==> src/rtl/inst_queue.sv <==
// inst_queue: fetch-to-decode instruction FIFO with immediate pre-split and flush
module inst_queue #(
    parameter int DEPTH = 2
) (
    input  logic        clk,
    input  logic        rst,
    input  logic        flush,
    input  logic        in_valid,
    output logic        in_ready,
    input  logic [31:0] in_pc,
    input  logic [31:0] in_inst,
    output logic        out_valid,
    input  logic        out_ready,
    output logic [31:0] out_pc,
    output logic [31:0] out_inst,
    output logic [15:0] out_imm,
    output logic        out_imm_sext,
    output logic        out_adel
);
    localparam int AW = $clog2(DEPTH);
    localparam logic [AW:0] LP_FULL = (AW + 1)'(DEPTH);
    logic [63:0]   r_mem [DEPTH];
    logic [AW-1:0] r_rd;
    logic [AW-1:0] r_wr;
    logic [AW:0]   r_cnt;
    logic          w_push;
    logic          w_pop;
    logic [5:0]    w_op;
    // Handshake flags depend only on occupancy, so no combinational path crosses the queue
    always_comb begin
        in_ready     = (r_cnt != LP_FULL);
        out_valid    = (r_cnt != '0);
        w_push       = in_valid && in_ready;
        w_pop        = out_valid && out_ready;
        out_pc       = r_mem[r_rd][63:32];
        out_inst     = r_mem[r_rd][31:0];
        out_imm      = out_inst[15:0];
        w_op         = out_inst[31:26];
        out_imm_sext = !((w_op == 6'h0C) || (w_op == 6'h0D) || (w_op == 6'h0E));
        out_adel     = |out_pc[1:0];
    end
    // Storage: cleared only by reset; a push coinciding with flush is dropped
    always_ff @(posedge clk or posedge rst) begin
        if (rst) begin
            for (int i = 0; i < DEPTH; i++) r_mem[i] <= '0;
        end else if (w_push && !flush) begin
            r_mem[r_wr] <= {in_pc, in_inst};
        end
    end
    // Pointers and occupancy; flush overrides any simultaneous push or pop
    always_ff @(posedge clk or posedge rst) begin
        if (rst) begin
            r_rd  <= '0;
            r_wr  <= '0;
            r_cnt <= '0;
        end else if (flush) begin
            r_rd  <= '0;
            r_wr  <= '0;
            r_cnt <= '0;
        end else begin
            if (w_push) r_wr <= r_wr + AW'(1);
            if (w_pop) r_rd <= r_rd + AW'(1);
            if (w_push != w_pop) r_cnt <= w_push ? r_cnt + (AW + 1)'(1) : r_cnt - (AW + 1)'(1);
        end
    end
endmodule

==> config.mk <==
export PLATFORM = sky130hd
export DESIGN_NAME = inst_queue
export DESIGN_NICKNAME = d
export VERILOG_FILES = /design/src/rtl/inst_queue.sv
export SDC_FILE = /design/constraint.sdc
export NUM_CORES = 1
export LEC_CHECK = 0
export BUFFER_PORTS_ARGS = -buffer_cell sky130_fd_sc_hd__buf_2
export CAP_MARGIN = 20
export CORE_UTILIZATION = 53
export CTS_CLUSTER_DIAMETER = 60
export DETAILED_ROUTE_END_ITERATION = 6
export GPL_ROUTABILITY_DRIVEN = 1
export PLACE_DENSITY = 0.85
export SYNTH_ARGS = -nofsm -noshare
export SYNTH_HDL_FRONTEND = slang
export SYNTH_SLANG_ARGS = --single-unit
==> constraint.sdc <==
create_clock -name clk -period 5.6 [get_ports clk]
set_input_delay 1.4 -clock clk [delete_from_list [all_inputs] [get_ports clk]]
set_output_delay 1.4 -clock clk [all_outputs]
set_load 0.1 [all_outputs]
# After elaboration in Yosys (flattened, before gate mapping)
# Cells that the tools add are included.
dict set report totals {
  ff_bits 132
  out_inout_bits 84
  elab_cells 45
}
dict set report classes {
  addsub 4
  magnitude_cmp 3
  n_eq_ne 5
  muxes 13
  n_bitwise 2
  n_reduce_logical 13
}
# op n
set op_table {}
lappend op_table {{64-bit 2-to-1 mux} 4}
lappend op_table {{128-bit bitwise mux} 1}
lappend op_table {{64-bit demux with 1-bit select} 1}
lappend op_table {{6-bit by 4-bit equality test with 1-bit output, second input constant} 3}
lappend op_table {{2-bit nonzero test} 4}
lappend op_table {{2-bit 2-to-1 mux} 3}
lappend op_table {{2-bit greater-or-equal comparator, second input constant} 2}
lappend op_table {{1-bit logical AND} 4}
lappend op_table {{1-bit 2-to-1 mux} 4}
lappend op_table {{1-bit NOT with 2-bit output} 2}
lappend op_table {{1-bit adder, second input constant} 2}
lappend op_table {{2-bit by 1-bit adder with 2-bit output, second input constant} 1}
lappend op_table {{1-bit zero test} 2}
lappend op_table {{1-bit logical OR} 2}
lappend op_table {{2-bit by 1-bit < comparator with 1-bit output, second input constant} 1}
lappend op_table {{2-bit != test, second input constant} 1}
lappend op_table {{2-bit OR reduction} 1}
lappend op_table {{2-bit by 1-bit subtractor with 2-bit output, second input constant} 1}
lappend op_table {{1-bit != test} 1}

# Longest topological paths before layout
# Gate-level depths: netlist (run 1).
dict set report depth {
  depth_word 8
  mapped_depth 6
}

# Least setup slack after synthesis (run 1)
# No wires, ideal clock.
dict set report synth_timing {
  path_kind {reg2out}
  start {reg r_rd}
  end {out out_imm_sext}
  t_arrival_ps 2300
  required_ps 4200
  setup_slack_ps 1900
  stages_incl_launch_ff 5
  path_buffers 1
  cell_sequence {dfrtp_1 > clkbuf_1 > mux2_2 > nor2_1 > nand4_1}
}
dict set report synth_via {
  elab_chain_cells 8
  elab_cells_between_ends 10
  classes_between {eq/ne: 3; mux: 3; bitwise: 1; reduce/logical: 3}
}
# element line_no
set synth_lines {}
lappend synth_lines {{start, declared} 23} ;# logic [AW-1:0] r_rd;
lappend synth_lines {{start signal, assigned} 62} ;# if (w_pop) r_rd <= r_rd + AW'(1);
lappend synth_lines {{1-bit NOT with 2-bit output (not written as such) *} 36} ;# out_inst = r_mem[r_rd][31:0];
lappend synth_lines {{64-bit 2-to-1 mux (not written as such) * (3 in series)} 36}
lappend synth_lines {{named net out_inst[31]} 15} ;# output logic [31:0] out_inst,
lappend synth_lines {{6-bit by 4-bit equality test with 1-bit output} 39} ;# out_imm_sext = !((w_op == 6'h0C) || (w_op == 6'h0D) || (w_op == 6'h0E));
lappend synth_lines {{1-bit logical OR} 39}
lappend synth_lines {{1-bit logical OR *} 39}
lappend synth_lines {{1-bit zero test *} 39}
lappend synth_lines {{end, declared} 17} ;# output logic out_imm_sext,
# The timed path passes the listed nets; every way through them passes the cells marked *. The select of a mux whose other input is x is not followed.

# Worst setup path in the final report (run 1)
dict set report layout_timing {
  start {reg r_rd}
  end {out out_inst[6]}
}
dict set report layout_via {
  elab_chain_cells 4
}
# element line_no
set layout_lines {}
lappend layout_lines {{1-bit NOT with 2-bit output (not written as such)} 36}
lappend layout_lines {{64-bit 2-to-1 mux (not written as such) (3 in series)} 36}
lappend layout_lines {{end, declared} 15}
# Every way passes these cells. The select of a mux whose other input is x is not followed.

==> out/results.txt, run 1 <==
The quantity of gates resized following cts is 0, and the estimated wirelength of the detail-placed design is 8.17 mm. At the end of the flow, the number of nets in the layout was 597. No sink is reached through more buffers than the 2 on the longest clock path. Entering global routing, the biggest net connects 52 pins. At the worst endpoint, the arrival time is 2.62 ns. The worst hold path belongs to the class reg -> reg. Startpoint of the worst hold path: r_mem[13]$_DFFE_PP0P_.

Global routing used 25.5% of the available met1 tracks. The logs give 0 for the number of buffers inserted by hold repair at cts and 3909 for the number of global-route vias before repair. The number of placement rows was 38. After synthesis, the netlist uses 24 different library cells. The mapped netlist covers 6120 um^2.

Counting the fill cells in the layout gives 793. The die is 109 um wide. For the met3 usage in global routing, the log shows 6.94%. The CTS root buffer was clkbuf_16.

The tools report the beginning of the worst register-to-register path as r_cnt[1]$_DFFE_PP0P_. The maximum cell stage delay along the critical path was 1.00 ns; the routed wire length per instance was 18.3 um. In this run the biggest area consumer among cell types represents 54.0% of the synthesized area. The count of boundary I/O pins was 153; the vias after detailed routing was 3642. TritonCTS built the clock tree. Setup repair after global routing left no endpoint under its margin.

Setup violations remaining at the end of the flow were counted as 0. For this design the static power due to leakage is 3.55 nW. The startpoint-to-endpoint class of the critical path is reg -> out. The per-cell via count in the routed design is 5.35. The congestion estimate from routability-driven global placement came to 0.762. Summed over all layers, the global routing overflow is 0. Clock input transition at the sequential cells of the worst setup and hold paths: 0.05 ns. STA classifies the critical path endpoint as an output port. The run finished with clean final reports. The full die area is 12000 um^2. The startpoint of the most critical setup path is r_rd$_DFFE_PP0P_. Effective utilization at floorplan: 55.5%. Measured on the finished design, the core utilization comes to 67.7%. The post-route clock period utilization is 71.9%, and the remaining antenna violation count is 0.

The Yosys step of the flow raised 0 warnings. For the number of sinks handled by clock tree synthesis, the log shows 132. In the post-synthesis netlist, the biggest area contributors are dfrtp_1 54%, mux2_2 24%, mux2_4 15%. Dividing total power by cell area gives a power density of 569 nW/um^2. The number of buffers inserted by port buffering was 152. For the clock skew, the log shows 0.00411 ns. Headroom to the max-slew limit came out at 34.3%. The tools report the pre-CTS worst setup slack as 1.98 ns. The flop and latch count out of synthesis came out at 132. Across the VDD grid, the largest voltage drop is 0.429 mV. Length of the first detailed-routing pass in iterations: 4. Of all nets on the critical path, the largest fanout is 41. Based on the critical path, the design can be clocked at up to 248 MHz. Synthesis produced a netlist with a net count of 455.

In this run, the number of DRC markers left after iteration 0 of detailed routing was 125. STA classifies the critical path startpoint as a register. The category of cells accounting for the largest share of critical-path delay was flip-flops. The tools report the final worst setup slack as 1.58 ns.

The number of antenna violations at the first check in global routing came out at 1. The critical path goes through buf_4 > mux2_2 > buf_2. Clock tree synthesis inserted a total of 17 buffers. After clock tree synthesis, the setup repair step added 0 buffers. The combined buffer and inverter count along the critical path is 2, and the count of maximum capacitance violations is 0. The run gives 4 as the H-tree depth reported by CTS.

The region available for standard cell placement spans 11000 um^2. A synthesized cell averages 15.9 um^2. The final critical path time including I/O delays and setup is 4.02 ns. Most congested layer reported by global routing: met2. Clock latency on the worst-skew pair, taken at its later pin, is 0.41 ns. Synthesis produced 386 cells. The number of pins exceeding their max-slew limit in the final report is 0. Adding up every negative setup slack in the final design gives 0 ns. Of the synthesized area, sequential elements account for 54.0%.

The floorplan step set the die height to 109 um. Global routing used 22.3% of the available tracks across all layers. The library cell occupying the most area in the post-synthesis netlist is dfrtp_1. The logs give 4.20 ns for the required time reported for the critical path endpoint and 0 for the total DRC errors in the routed layout. The synthesis-to-finish area growth is 22.1%.

Summed over all layers, the routed wires come to 12.4 mm. The number of failing hold endpoints at the final stage came out at 0. The global routing met2 resource utilization is 38.7%. The largest individual stage delay along the critical path comes from the cell dfrtp_2.

In the final layout, the share of cells above drive strength 1 is 72.2%. At the pin with the least slew margin, the transition time is 0.985 ns. The wire length of the first global-routing pass was 19.5 mm.
## metal layers
metal / share of wire [%] / vias to the layer above
met5: 0 / -
met4: 1.4 / 0
met3: 5.1 / 13
met2: 52 / 96
met1: 41 / 1883
li1: - / 1650
## cell families after synthesis
logic type	synth area share (%)
buffers and inverters	4.50
XOR/XNOR	0.143
flip-flops	54.0
AO/OA/AOI/OAI	0.654
AND/OR/NAND/NOR	1.74
multiplexers	39.0
## synthesized netlist by cell type
| cell | count |
|---|---|
| dfrtp_1 | 132 |
| mux2_2 | 132 |
| mux2_4 | 60 |
| buf_4 | 22 |
| clkbuf_1 | 7 |
| buf_6 | 6 |
| inv_1 | 3 |
| nor2_1 | 3 |
| o21ai_0 | 3 |
| a21oi_1 | 2 |
| nand2_1 | 2 |
| or2_2 | 2 |
| a2bb2oi_1 | 1 |
| a31oi_1 | 1 |
| buf_2 | 1 |
| nand3_1 | 1 |
| nand3b_1 | 1 |
| nand4_1 | 1 |
| nand4b_1 | 1 |
| nor2b_2 | 1 |
| nor4_4 | 1 |
| or3_2 | 1 |
| or4b_2 | 1 |
| xor2_1 | 1 |
## worst paths after layout
check	cells past startpoint	endpoint	slack, ns
max	3	out_inst[6]	1.58
min	1	r_mem[13]$_DFFE_PP0P_	0.50
max reg2reg	4	r_mem[78]$_DFFE_PP0P_	3.60
min reg2reg	1	r_mem[13]$_DFFE_PP0P_	0.50
max in group asynchronous	3	r_mem[62]$_DFFE_PP0P_	3.47
min in group asynchronous	2	r_mem[32]$_DFFE_PP0P_	1.06
## registers in the layout (all words and copies together), names as in the netlist
register  cells
r_cnt         2
r_rd          1
r_mem       128
r_wr          1
## stage by stage
step,cells,area (um^2),power (mW),hold slack [ns]
final,681,7470,4.25,0.499
after global routing,681,7470,4.41,0.517
after CTS,680,7470,4.29,0.503
after detailed placement,649,6850,3.12,0.488
after global placement,649,6850,3.08,0.481
after floorplan,386,6120,2.94,0.474
## layout make-up
class | count | area, um^2 | area share, %
inverters | 3 | 13.8 | 0.184
well taps | 140 | 175 | 2.34
repair buffers | 159 | 813 | 10.9
clock buffers | 22 | 494 | 6.62
multi-input cells | 215 | 2540 | 34.0
diodes | 1 | 2.50 | 0.0335
clock inverters | 9 | 125 | 1.67
flip-flops and latches | 132 | 3300 | 44.2
## where the power goes
group / switching (mW) / internal, mW / total, mW
combinational: 1.33 / 0.450 / 1.78
clock: 0.393 / 0.753 / 1.15
sequential: 0.138 / 1.19 / 1.32
## layout by cell type, fill, tap and decap left out, types with 3 or more instances in the layout
master,count
buf_4,7
buf_2,152
mux2_4,60
o21ai_0,3
mux2_2,132
clkbuf_16,17
bufinv_16,3
nor2_1,3
clkbuf_8,5
clkinv_2,4
dfrtp_1,131
No activity file was read; power rests on OpenSTA's default activity.
==> inputs of run 2 (changes only) <==
==> constraint.sdc (replaced) <==
create_clock -name clk -period 4 [get_ports clk]
set_input_delay 1 -clock clk [delete_from_list [all_inputs] [get_ports clk]]
set_output_delay 1 -clock clk [all_outputs]
set_load 0.1 [all_outputs]
==> run 2 against run 1 <==
  * Register-to-register slack worse by 1.7 ns
  * First-iteration DRC count is 6.4% higher
  * Flip-flop and latch count stayed put
  * Clock skew is 0.0033 ns higher
  * Clock power is 29% higher
  * Highest routed layer unchanged
  * Non-clock buffer count up 2
  * Global-route usage fell by 0.42 points
  * Critical path depth is 2 higher
  * Power is 37% higher
  * Utilization shrank 0.11 points
==> out/results.txt, run 2 (synthesis gave the netlist of run 1 again) <==
Setup repair after global routing left no endpoint under its margin. The full die area was 12000 um^2. Entering global routing, the biggest net connects 67 pins.

Across all hold checks on the routed design, the worst slack comes to 0.499 ns. After routing, the total negative slack on setup checks comes to 0 ns. The run finished with clean final reports. STA classifies the critical path startpoint as a register. Clock latency on the worst-skew pair, taken at its later pin, is 0.42 ns. The number of pins exceeding their max-slew limit in the final report is 0, and the number of DRC markers after the initial detailed-route iteration is 133.

The largest registers in the layout are r_mem x128, r_cnt x2. The worst-case IR drop observed on VDD is 0.552 mV. The effective utilization at floorplan was 55.5%.

The height of the chip was 109 um; the number of global-route vias before repair was 3897. The run gives 19.1 mm as the wire length of the first global-routing pass. The path class of the tightest hold or removal check is reg -> reg. The synthesis-to-finish area growth works out to 21.9%. For the final worst setup slack, the log shows 0.762 ns. The required time reported for the critical path endpoint was 3.00 ns.

In this run, CTS created clock tree buffers numbering 17. The number of failing hold endpoints at the final stage came out at 0. The number of flip-flops in the largest register came out at 128. Power consumption: 5.83 mW.

The category of cells accounting for the largest share of critical-path delay was flip-flops. TritonCTS built the clock tree. For this block, the via count after detailed routing is 3608. The run gives 3.55 nW as the leakage power of the design. The number of placement rows is 38. The length of the first detailed-routing pass in iterations is 5. Measured along the x axis, the die boundary spans 109 um. In this run the power density over the cells is 781 nW/um^2. Count of maximum capacitance violations: 0.

Once detail routing completed, the nets flagged for antenna violations numbered 0. At the pin with the least slew margin, the transition time is 0.851 ns. The post-route clock period utilization came out at 81.0%.

The tree is rooted in a clkbuf_16. In the final routed layout, each cell accounts on average for 17.7 um. The layout has 798 filler cells.

The type of element capturing the critical path is an output port. The leading cell type in the layout, fill and taps excluded is buf_2. After detailed routing, the total wire length is 12.1 mm. For the H-tree depth reported by CTS, the log shows 4. The critical-path maximum fanout is 20, and the max-slew headroom at the worst pin is 43.1%. Clock-pin slew was measured on the worst setup and hold paths at 0.05 ns. For this run, the top clock speed supported by timing is 309 MHz.

Pin placement for this block handled 153 I/O pins. The critical path in this run is classified as reg -> out. Setup violations remaining at the end of the flow were counted as 0. The tools report the number of sinks handled by clock tree synthesis as 132.

The top cell types in the final layout, fill and taps aside, are 152 x buf_2, 132 x mux2_2, 131 x dfrtp_1, 60 x mux2_4, 17 x clkbuf_16. Buffers inserted to repair hold after CTS numbered 0. The post-route netlist has 71.6% of its cells at a drive strength greater than 1.

The slowest stage of the critical path is the dfrtp_2 cell. On the worst path, the slowest cell contributes a delay of 0.64 ns. The worst path needs 3.24 ns of the cycle, external delays included.

The beginning of the worst register-to-register path was r_cnt[0]$_DFFE_PP0P_. The critical path goes through buf_4 > mux2_2 > nand2_1 > nand4_1 > buf_2. The core region is 11000 um^2. Timing analysis after detailed placement gives a worst setup slack of 1.19 ns. At the worst endpoint, the arrival time is 2.24 ns.

Routability-driven placement finished with a final weighted congestion of 0.741. The layout net count was 599. Post-CTS setup repair buffer count: 0. After global routing the overflow that remains totals 0. At the end of the flow the core is filled with cells to 67.6%.

Startpoint of the most critical setup path: r_rd$_DFFE_PP0P_. No sink is reached through more buffers than the 2 on the longest clock path. The tools report the startpoint of the worst hold path as r_mem[46]$_DFFE_PP0P_.

The number of buffers and inverters on the critical path is 2. On the final layout, the worst clock skew is 0.00738 ns. Across every metal layer, demand over resource in global routing totals 21.9%. The number of buffers inserted by port buffering works out to 152. The number of antenna diodes in the final layout is 0. Ranked by flip-flop count, first place goes to r_mem.

The logs give 0 for the number of antenna violations at the first check in global routing and 8.13 mm for the estimated wirelength of the detail-placed design. The quantity of gates resized following cts is 0, and the total DRC errors in the routed layout is 0. The per-cell via count in the routed design came out at 5.29.
[run 2: layer usage]
| layer | GRT usage [%] | vias up | wire length [um] |
|---|---|---|---|
| met1 | 25.2 | 1838 | 5130 |
| met5 | 0 | - | 0 |
| met3 | 7.88 | 18 | 654 |
| li1 | - | 1644 | - |
| met4 | 11.0 | 0 | 261 |
| met2 | 35.9 | 108 | 6060 |
[run 2: final cells by class]
cell class / count / area [um^2] / share of cell area [%]
clock buffer: 27 / 523 / 7.01
clock inverter: 4 / 45.0 / 0.604
inverter: 3 / 15.0 / 0.201
multi-input combinational: 215 / 2540 / 34.1
sequential: 132 / 3300 / 44.3
tap: 140 / 175 / 2.35
timing repair buffer: 161 / 853 / 11.4
[run 2: power by group]
part	internal (mW)	switching (mW)	total [mW]	leakage (nW)
logic	0.633	1.88	2.51	1.69
clock network	0.947	0.532	1.48	0.283
registers	1.66	0.172	1.83	1.57
total	3.24	2.59	5.83	3.55
[run 2: metrics by stage]
| step | area, um^2 | instances |
|---|---|---|
| floorplan | 6120 | 386 |
| global placement | 6890 | 651 |
| detailed placement | 6890 | 651 |
| CTS | 7460 | 682 |
| global route | 7460 | 682 |
| finish | 7460 | 682 |
[run 2: path summary, 6_finish.rpt]
check | cells past startpoint | end | slack (ns)
setup / recovery | 5 | out_imm_sext | 0.76
hold / removal | 1 | r_mem[46]$_DFFE_PP0P_ | 0.50
setup reg to reg | 5 | r_mem[31]$_DFFE_PP0P_ | 1.95
hold reg to reg | 1 | r_mem[46]$_DFFE_PP0P_ | 0.50
max in group asynchronous | 3 | r_rd$_DFFE_PP0P_ | 2.38
min in group asynchronous | 2 | r_mem[107]$_DFFE_PP0P_ | 0.75
[run 2: worst register-to-register path, cell delays in order (launching register included)]
cell and delay [ns]:
dfrtp_1 0.45, nor2b_2 0.27, inv_1 0.09, nand4b_1 0.14
buf_4 0.51, mux2_2 0.47
==> inputs of run 3 (changes only) <==
--- a/config.mk
+++ b/config.mk
@@ -7,11 +7,11 @@
 export LEC_CHECK = 0
 export BUFFER_PORTS_ARGS = -buffer_cell sky130_fd_sc_hd__buf_2
 export CAP_MARGIN = 20
-export CORE_UTILIZATION = 53
+export CORE_UTILIZATION = 48
 export CTS_CLUSTER_DIAMETER = 60
 export DETAILED_ROUTE_END_ITERATION = 6
 export GPL_ROUTABILITY_DRIVEN = 1
-export PLACE_DENSITY = 0.85
+export PLACE_DENSITY = 0.81
 export SYNTH_ARGS = -nofsm -noshare
 export SYNTH_HDL_FRONTEND = slang
 export SYNTH_SLANG_ARGS = --single-unit
==> constraint.sdc (replaced) <==
create_clock -name clk -period 2.9 [get_ports clk]
set_input_delay 0.725 -clock clk [delete_from_list [all_inputs] [get_ports clk]]
set_output_delay 0.725 -clock clk [all_outputs]
set_load 0.1 [all_outputs]
==> run 3 against run 2 <==
  * Wire length decreased by 2.6%
  * Highest routed layer is now met5
  * Via count increased by 0.89%
  * Count of clock-buffer cells in the layout decreased by 1
  * Critical endpoint is now out_imm[5]
  * Clock skew decreased by 0.0026 ns
  * Final cell count increased by 4.1%
  * Global-route usage decreased by 2.7 points
  * Utilization decreased by 5.7 points
  * Largest cell class unchanged
  * Worst setup slack got worse by 0.60 ns
  * Sequential power increased by 38%
  * Clock power increased by 37%
==> out/results.txt, run 3 (synthesis gave the netlist of run 1 again) <==
For this run the aggregate overflow at the end of global routing stands at 0. The tools report the total negative slack for setup checks as 0 ns. The floorplan step set the die width to 115 um. The run finished with clean final reports. The per-cell via count in the routed design works out to 5.13.

The number of antenna violations at the first check in global routing is 1. Setup repair after global routing left no endpoint under its margin. In the finished design, the share of the clock period the worst path needs comes to 94.6%.

The number of flip-flops in the largest register was 128; the effective utilization at floorplan was 50.1%. Ranked by flip-flop count, first place goes to r_mem. The type of element capturing the critical path was an output port.

The H-tree generated during clock tree synthesis spans 4 levels. In this run the static leakage power is 3.59 nW. The synthesis-to-finish area growth was 23.5%.

The wire length of the first global-routing pass was 19.1 mm. CTS root buffer: clkbuf_16. For the clock buffer count from CTS, the log shows 17. The library cell used most frequently in the layout, excluding fill and tap cells, is buf_2. Registers take 3300 um^2. At the end of the flow, the number of nets in the layout was 600. The number of failing hold endpoints at the final stage is 0, and the area of placed instances is 7000 um^2. The initialized floorplan defines 40 standard-cell rows. The tools report the final instance area as 7560 um^2. The clock latency on the worst-skew pair was 0.41 ns. The number of buffers inserted by port buffering came out at 152. For the maximum number of pins on one net before global-route repair, the log shows 72.

The largest registers in the layout are r_mem x128, r_cnt x2. The logs give 153 for the count of boundary I/O pins and 2.17 ns for the required time reported for the critical path endpoint. The max-slew headroom at the worst pin was 66.4%. The tools report the fmax as 365 MHz.

The number of buffers inserted by hold repair at cts was 0; the number of endpoints failing setup at the final stage was 0. For the quantity of gates resized following cts, the log shows 0. In this run the worst hold path is classified as in -> async. The count of nets left with antenna violations once routing finished came out at 0. Summing over every cut layer, the via total after detailed routing is 3640.

The logs give 0 for the total DRC errors in the routed layout and 0.00482 ns for the clock skew. The post-CTS setup repair buffer count is 0, and the count of maximum capacitance violations is 0. The die covers 13200 um^2. For the worst setup path, the data arrival time is 2.02 ns. The repair_antennas step left the layout with diodes totalling 0. The run gives 6 as the length of the first detailed-routing pass in iterations.

Across every metal layer, demand over resource in global routing totals 19.1%. The logs give 132 for the number of sinks handled by clock tree synthesis and 12200 um^2 for the core region area. The logs give 61.9% for the core utilization of the finished layout and 0 for the number of pins exceeding their max-slew limit in the final report.

The clock input transition at the sequential cells of the worst setup and hold paths works out to 0.06 ns. Leaving out fill and tap cells, the most frequent cells in the layout are 151 x buf_2, 131 x dfrtp_1, 126 x mux2_2, 66 x mux2_4, 17 x clkbuf_16. Along the worst path, the maximum fanout reaches 29. STA classifies the critical path startpoint as a register. The post-route netlist has 71.8% of its cells at a drive strength greater than 1. The clock passes through at most 2 buffers. The transition time of the tightest slew-check pin is 0.503 ns, and the routed wire length per instance is 16.6 um. The multi-input gate area in the final layout came out at 2560 um^2. The number of global-route vias before repair was 3828; the number of DRC markers after the initial detailed-route iteration was 183. Subtracting the final worst setup slack from the clock period gives 2.74 ns.

At the end of routability-driven placement, the weighted congestion stood at 0.768. After legalization and detailed placement, the total HPWL measured 7.93 mm. After filler insertion, the fill cell instance count of the layout stands at 957. The pre-CTS worst setup slack was 0.585 ns. TritonCTS built the clock tree. Summed over all layers, the routed wires come to 11.8 mm. The tools report the final worst setup slack as 0.157 ns. The critical path in this run is classified as reg -> out. The worst-case IR drop observed on VDD is 0.605 mV. For this design the ratio of total power to cell area is 1060 nW/um^2.

The height of the chip works out to 115 um.
-- run 3: changes by cell type in the layout (fill, tap and decap cells not counted), sizes merged --
cell / previous run / this run
clkbuf: 27 / 26
buf: 161 / 162
-- run 3: path summary, 6_finish.rpt --
kind / from / to / slack, ns / cells past startpoint
max: r_rd$_DFFE_PP0P_ / out_imm[5] / 0.16 / 4
min: rst / r_mem[24]$_DFFE_PP0P_ / 0.34 / 2
max reg2reg: r_cnt[1]$_DFFE_PP0P_ / r_mem[19]$_DFFE_PP0P_ / 1.02 / 5
min reg2reg: r_mem[34]$_DFFE_PP0P_ / r_mem[34]$_DFFE_PP0P_ / 0.50 / 1
max in group asynchronous: rst / r_mem[10]$_DFFE_PP0P_ / 1.83 / 3
min in group clk: r_mem[34]$_DFFE_PP0P_ / r_mem[34]$_DFFE_PP0P_ / 0.50 / 1
-- run 3: final cells by class --
type	count	area share, %
multi-input cells	215	33.9
well taps	168	2.78
repair buffers	162	11.9
flip-flops and latches	132	43.7
clock inverters	4	0.596
inverters	3	0.199
clock buffers	26	6.87
-- run 3: per-stage QoR --
stage          std cells  hold WS, ns  power [mW]
2_1_floorplan        386        0.474        5.71
3_3_place_gp         680        0.481        5.98
3_5_place_dp         680        0.488        6.04
4_1_cts              710        0.329        8.10
5_1_grt              710        0.363        8.36
6_report             710        0.342        8.04
-- run 3: per-layer routing --
layer / vias up / part of all wire, % / GRT usage [%]
met2: 120 / 48 / 30.4
met1: 1847 / 45 / 23.9
met3: 21 / 5.8 / 6.69
li1: 1650 / - / -
met5: - / 0.11 / 0
met4: 2 / 1.3 / 7.79
-- run 3: power by group --
group          internal, mW  switching [mW]
combinational         0.897            2.59
sequential             2.29           0.237
clock                  1.30           0.730
-- run 3: worst max-delay path, cell delays in order (launching register included) --
cell     delay (ns)
dfrtp_2        0.51
buf_12         0.25
buf_4          0.17
mux2_2         0.35
buf_2          0.30
